==> config.mk <==
export PLATFORM = sky130hd
export DESIGN_NAME = load_store_unit
export DESIGN_NICKNAME = d
export VERILOG_FILES = /design/src/rtl/lsu_pkg.sv /design/src/rtl/lsu_load_align.sv /design/src/rtl/load_store_unit.sv
export SDC_FILE = /design/constraint.sdc
export NUM_CORES = 1
export LEC_CHECK = 0
export ABC_AREA = 1
export BUFFER_PORTS_ARGS = -buffer_cell sky130_fd_sc_hd__buf_2
export CORE_MARGIN = 5
export CORE_UTILIZATION = 47
export DETAILED_ROUTE_END_ITERATION = 8
export GPL_ROUTABILITY_DRIVEN = 0
export PLACE_DENSITY_LB_ADDON = 0.2
export SLEW_MARGIN = 30
export SYNTH_ARGS = -nofsm -noshare
export SYNTH_HDL_FRONTEND = slang
export SYNTH_SLANG_ARGS = --single-unit
==> constraint.sdc <==
create_clock -name clk -period 2.3 [get_ports clk]
set_input_delay 0.46 -clock clk [delete_from_list [all_inputs] [get_ports clk]]
set_output_delay 0.46 -clock clk [all_outputs]
set_load 0.02 [all_outputs]
==> src/rtl/lsu_pkg.sv <==
// Shared definitions for the load/store unit: size encodings, FSM state codes
// and lane-mask / alignment classification helpers.
package lsu_pkg;

  localparam logic [1:0] SZ_WORD = 2'b00;
  localparam logic [1:0] SZ_HALF = 2'b01;
  localparam logic [1:0] SZ_BYTE = 2'b10;

  typedef logic [1:0] lsu_state_t;

  localparam lsu_state_t IDLE = 2'd0;
  localparam lsu_state_t ST1  = 2'd1;
  localparam lsu_state_t LD0  = 2'd2;
  localparam lsu_state_t LD1  = 2'd3;

  // Encoding 11 is treated as a word access everywhere.
  function automatic logic [3:0] size_mask(input logic [1:0] sz);
    case (sz)
      SZ_HALF: size_mask = 4'b0011;
      SZ_BYTE: size_mask = 4'b0001;
      default: size_mask = 4'b1111;
    endcase
  endfunction

  function automatic logic is_word(input logic [1:0] sz);
    is_word = (sz != SZ_HALF) && (sz != SZ_BYTE);
  endfunction

  function automatic logic is_misaligned(input logic [1:0] sz, input logic [1:0] off);
    is_misaligned = ((sz == SZ_HALF) && off[0]) || (is_word(sz) && (off != 2'd0));
  endfunction

  function automatic logic is_crossing(input logic [1:0] sz, input logic [1:0] off);
    is_crossing = ((sz == SZ_HALF) && (off == 2'd3)) || (is_word(sz) && (off != 2'd0));
  endfunction

endpackage

==> src/rtl/lsu_load_align.sv <==
// Load formatter: rotates the addressed bytes down to lane 0, then masks to
// the access size and sign- or zero-extends.
module lsu_load_align
  import lsu_pkg::*;
(
  input  logic [31:0] word,
  input  logic [1:0]  off,
  input  logic [1:0]  size_src,
  input  logic        load_sign,
  output logic [31:0] result
);

  logic [31:0] rot;

  always_comb begin
    case (off)
      2'd1:    rot = {word[7:0],  word[31:8]};
      2'd2:    rot = {word[15:0], word[31:16]};
      2'd3:    rot = {word[23:0], word[31:24]};
      default: rot = word;
    endcase
  end

  always_comb begin
    case (size_src)
      SZ_BYTE: result = {{24{load_sign & rot[7]}}, rot[7:0]};
      SZ_HALF: result = {{16{load_sign & rot[15]}}, rot[15:0]};
      default: result = rot;
    endcase
  end

endmodule

==> src/rtl/load_store_unit.sv <==
// Data-memory access stage: drives a word-wide synchronous RAM with byte lanes
// and returns extended load data. Define LSU_MISALIGNED_EN to split
// word-crossing accesses into two beats; otherwise misaligned accesses are flagged.
module load_store_unit
  import lsu_pkg::*;
#(
  parameter int ADDR_W = 32,
  parameter int DATA_W = 32
) (
  input  logic              clk,
  input  logic              rst,
  input  logic              req_valid,
  input  logic              mem_write,
  input  logic [1:0]        size_src,
  input  logic              load_sign,
  input  logic [ADDR_W-1:0] addr,
  input  logic [DATA_W-1:0] wdata,
  output logic [DATA_W-1:0] rdata,
  output logic              rdata_valid,
  output logic              stall,
  output logic              misaligned,
  output logic [ADDR_W-3:0] mem_addr,
  output logic              mem_we,
  output logic [3:0]        mem_be,
  output logic [DATA_W-1:0] mem_wdata,
  input  logic [DATA_W-1:0] mem_rdata
);

  localparam logic [ADDR_W-3:0] WORD_ONE = {{(ADDR_W-3){1'b0}}, 1'b1};

  function automatic logic [31:0] rotl_bytes(input logic [31:0] w, input logic [1:0] off);
    case (off)
      2'd1:    rotl_bytes = {w[23:0], w[31:24]};
      2'd2:    rotl_bytes = {w[15:0], w[31:16]};
      2'd3:    rotl_bytes = {w[7:0],  w[31:8]};
      default: rotl_bytes = w;
    endcase
  endfunction

  // Lanes owned by the lower beat come from the hold register, the rest from the upper beat.
  function automatic logic [31:0] merge_beats(input logic [31:0] lo, input logic [31:0] hi,
                                              input logic [3:0] lo_be);
    for (int i = 0; i < 4; i++) begin
      merge_beats[8*i +: 8] = lo_be[i] ? lo[8*i +: 8] : hi[8*i +: 8];
    end
  endfunction

  lsu_state_t        state_q;
  lsu_state_t        state_next;

  logic [1:0]        off;
  logic [7:0]        be_wide;
  logic [3:0]        lower_be;
  logic [3:0]        upper_be;
  logic [31:0]       wdata_rot;
  logic              req_cross;
  logic              mis_flag;

  logic [ADDR_W-3:0] word_addr_q;
  logic [1:0]        off_q;
  logic [1:0]        size_q;
  logic              sign_q;
  logic              cross_q;
  logic              mis_q;
  logic [3:0]        lower_be_q;
  logic [3:0]        upper_be_q;
  logic [31:0]       wdata_rot_q;
  logic [31:0]       hold_q;
  logic [31:0]       rdata_q;

  logic              accept;
  logic              capture_hold;
  logic [31:0]       align_word;
  logic [31:0]       align_out;
  logic [31:0]       formatted;

  assign off       = addr[1:0];
  assign be_wide   = {4'b0000, size_mask(size_src)} << off;
  assign lower_be  = be_wide[3:0];
  assign upper_be  = be_wide[7:4];
  assign wdata_rot = rotl_bytes(wdata, off);

`ifdef LSU_MISALIGNED_EN
  assign req_cross = is_crossing(size_src, off);
  assign mis_flag  = 1'b0;
`else
  assign req_cross = 1'b0;
  assign mis_flag  = is_misaligned(size_src, off);
`endif

  assign misaligned = !rst && (state_q == IDLE) && req_valid && mis_flag;

  always_comb begin
    state_next   = state_q;
    stall        = 1'b0;
    rdata_valid  = 1'b0;
    mem_we       = 1'b0;
    mem_be       = 4'b0000;
    mem_addr     = '0;
    mem_wdata    = '0;
    accept       = 1'b0;
    capture_hold = 1'b0;
    align_word   = mem_rdata;
    case (state_q)
      IDLE: begin
        if (req_valid) begin
          accept   = 1'b1;
          mem_addr = addr[ADDR_W-1:2];
          mem_be   = lower_be;
          if (mem_write) begin
            mem_wdata = wdata_rot;
            mem_we    = !mis_flag;
            if (req_cross) begin
              stall      = 1'b1;
              state_next = ST1;
            end
          end else begin
            stall      = 1'b1;
            state_next = LD0;
          end
        end
      end
      ST1: begin
        mem_addr   = word_addr_q + WORD_ONE;
        mem_be     = upper_be_q;
        mem_wdata  = wdata_rot_q;
        mem_we     = 1'b1;
        state_next = IDLE;
      end
      LD0: begin
        if (cross_q) begin
          mem_addr     = word_addr_q + WORD_ONE;
          mem_be       = upper_be_q;
          capture_hold = 1'b1;
          stall        = 1'b1;
          state_next   = LD1;
        end else begin
          rdata_valid = 1'b1;
          state_next  = IDLE;
        end
      end
      default: begin
        align_word  = merge_beats(hold_q, mem_rdata, lower_be_q);
        rdata_valid = 1'b1;
        state_next  = IDLE;
      end
    endcase
    // A reset cycle abandons any access in flight: no beat, no result.
    if (rst) begin
      stall       = 1'b0;
      rdata_valid = 1'b0;
      mem_we      = 1'b0;
      mem_be      = 4'b0000;
      mem_addr    = '0;
      mem_wdata   = '0;
    end
  end

  lsu_load_align u_align (
    .word      (align_word),
    .off       (off_q),
    .size_src  (size_q),
    .load_sign (sign_q),
    .result    (align_out)
  );

  assign formatted = mis_q ? 32'd0 : align_out;
  assign rdata     = rdata_valid ? formatted : rdata_q;

  always_ff @(posedge clk) begin
    if (rst) begin
      state_q <= IDLE;
      hold_q  <= 32'd0;
      rdata_q <= 32'd0;
    end else begin
      state_q <= state_next;
      if (capture_hold) hold_q <= mem_rdata;
      if (rdata_valid) rdata_q <= formatted;
    end
  end

  // Request snapshot taken in IDLE; later beats use it instead of the held inputs.
  always_ff @(posedge clk) begin
    if (accept) begin
      word_addr_q <= addr[ADDR_W-1:2];
      off_q       <= off;
      size_q      <= size_src;
      sign_q      <= load_sign;
      cross_q     <= req_cross;
      mis_q       <= mis_flag;
      lower_be_q  <= lower_be;
      upper_be_q  <= upper_be;
      wdata_rot_q <= wdata_rot;
    end
  end

endmodule

==> impl_metrics.yaml <==
run_status:
  status: "complete, but fails checks"
  violations: "setup timing"
logic_synthesis:
  synthArstFlopShare_pct: 0
  synth.avg_cell_area_um2: 5.772
  synth_top_cell_by_area: "dfxtp_1"
  synth_edf_count: 6
  synth-main-ff-cell: "dfxtp_1"
  syn_area_um2: 3965
  synth.top_cell.area_share_pct: 16.66
  synthCells: 687
  yosysUniqueCellTypes: 35
  yosysMostFrequentCell: "nand2_1"
  syn_nets: 794
  yosys_register_bits: 39
  seq_area_frac_synth_pct: 21.21
  ys_warn_count: 0
  synth_area_leaders: "dfxtp_1 17%, nand2_1 15%, nor2_1 9.8%"
  yosys-top-cells-count: "158 x nand2_1, 104 x nor2_1, 94 x inv_1"
cts:
  cts_buffer_depth: 2
  insertion_delay_ps: 310
  cts-buffers-inserted: 5
  cts.clk_slew.worst_paths_ps: 90
  clkSinkCount: 39
  cts_tree: "yes"
  htree_num_levels: 2
  cts_root_buf: "clkbuf_8"
sta:
  max_freq_mhz: 394.9
  fin_worst_skew_ps: 9.774
  fin_setup_tns_ps: -4516
  fin_ws_ps: -232.2
  min_period_over_period_pct: 110.1
  slew_headroom_pct: 68.66
  grt_setup_unrepaired: "true"
  min_period_ps: 2532
  slew_violations: 0
  worst_pin_slew_ps: 469.4
  timing_hold_violations_final: 0
  setup_viol: 27
routing:
  via_count: 5963
  drtIter0Drc: 625
  totalWireLength_um: 17110
  ant_nets: 0
  drcViolationCount: 0
  first_pass_iters: 7
  wl_per_cell_um: 16.66
  routed_via_density: 5.806
job:
  maxCapViolCount: 0
placed_design:
  dp_cells: 983
  hpwl_um: 11430
  io_buffer_count: 204
cells_and_area:
  diodes: 0
  fillerInstances: 627
  final_layout_size_suffix_gt1_share_pct: 39.59
  fin_nets: 1028
  utilization_pct: 73.69
  final_cell_count_no_fill: 1027
  syn_to_final_growth_pct: 52.70
power:
  ir_drop_mv: 0.2399
  p_total_mw: 2.175
  power_density_nw_per_um2: 359.2
  leakage_nw: 3.298
worst_setup_path:
  worstPathArrival_ps: 2070
  required_ps: 1840
  cp-end-kind: "output port"
  path_max_fanout: 7
  start_kind: "register"
  crit_chain: "inv_2, nand2_4, or2_4, nand4_1, buf_6, nand2_1, nand2_1, nand2_1, buf_4"
  critPathSlowestCell: "edfxtp_1"
  critical_path_class: "register to output port"
  cp_common_cell: "nand2_1"
  crit_path_max_incr_delay_ps: 500
global_route:
  grt_overflow: 0
  antenna_found_initial: 0
  grt_pass1_vias: 5667
  grt.total_usage_pct: 30.41
  grt_first_pass_wirelength_um: 25720
  grt_max_degree: 38
die:
  fp.dieH_um: 101.9
  dieWidth_um: 101.9
  rows: 33
  num_io_pins: 205
  die-area_um2: 10370
  start_util_pct: 48.26
  core_region_area_um2: 8217
hold_path:
  min_path_type: "input port to register"
-- per-layer routing --
metal  part of all wire (%)  vias up  global-route usage (%)
li1                       -     2741                       -
met1                     35     2668                   32.99
met2                     49      438                   54.68
met3                     10      116                   5.939
met4                    6.2        0                   18.06
met5                      0        -                       0
-- worst paths after layout --
check / start / end / slack, ps / cells after the start
min: mem_write / state_q[1] / 340 / 2
max: off_q[1] / rdata[14] / -230 / 9
max reg2reg: off_q[1] / rdata_q[17] / -90 / 14
min reg2reg: rdata_q[1] / rdata_q[1] / 480 / 2
-- metrics by stage --
step	hold slack, ps	area [um^2]	worst slack (ps)
2_1_floorplan	452.2	3965	-10.03
3_3_place_gp	460.4	5191	81.63
3_5_place_dp	463.7	5191	74.70
4_1_cts	340.3	5867	-85.30
5_1_grt	348.2	6055	-337.8
6_report	338.2	6055	-232.2
-- kinds of logic after synthesis --
family / after synthesis / share of synthesized area, %
simple gates: 336 / 36.23
compound gates: 167 / 26.48
buf+inv: 141 / 14.83
flops: 39 / 21.21
fa+ha+maj: 4 / 1.262
-- critical path, delay by kind of cell (launching register included) --
kind | cells | cell delay, ps
and+or+nand+nor | 6 | 750
DFF | 1 | 500
buffers and inverters | 3 | 500
-- flip-flops by register name, summed over array words and instances, names as in the netlist --
name / cells
state_q: 1
off_q: 2
sign_q: 1
rdata_q: 32
size_q: 2
mis_q: 1
-- layout by cell type, fill, tap and decap left out, drive strengths merged, types with 2 or more instances in the layout --
cell | Yosys | layout
buf | 19 | 269
nand2 | 171 | 171
nor2 | 107 | 107
inv | 97 | 97
a21oi | 60 | 60
o22ai | 35 | 35
nor3 | 35 | 35
a211oi | 33 | 33
dfxtp | 33 | 33
o21ai | 22 | 22
nand3 | 19 | 20
o211ai | 10 | 10
edfxtp | 6 | 6
clkbuf | 24 | 6
o221ai | 6 | 6
ha | 4 | 4
or2 | 2 | 2
nand4 | 2 | 2
clkinv | 1 | 2
-- layout make-up --
cell class	instances	area, um^2	share of cell area [%]
Clock buffer	6	72.57	1.199
Clock inverter	2	12.51	0.2067
Inverter	98	382.9	6.324
Multi-Input combinational cell	508	2830	46.75
Sequential cell	39	840.8	13.89
Tap cell	105	131.4	2.170
Timing Repair Buffer	269	1784	29.47
-- power by group --
part           internal (mW)  switching [mW]
Clock                  0.213           0.291
Combinational          0.372           0.582
Sequential             0.708         0.00898
-- repair_timing --
item / 4_1_cts / 5_1_grt
setup buffers: 27 / 8
hold buffers: 0 / 0
setup endpoints to repair: 30 / 32
gates cloned: 3 / 0
gates resized for setup: 96 / 37
pin swaps: 21 / 15
No activity file was read; power rests on OpenSTA's default activity.
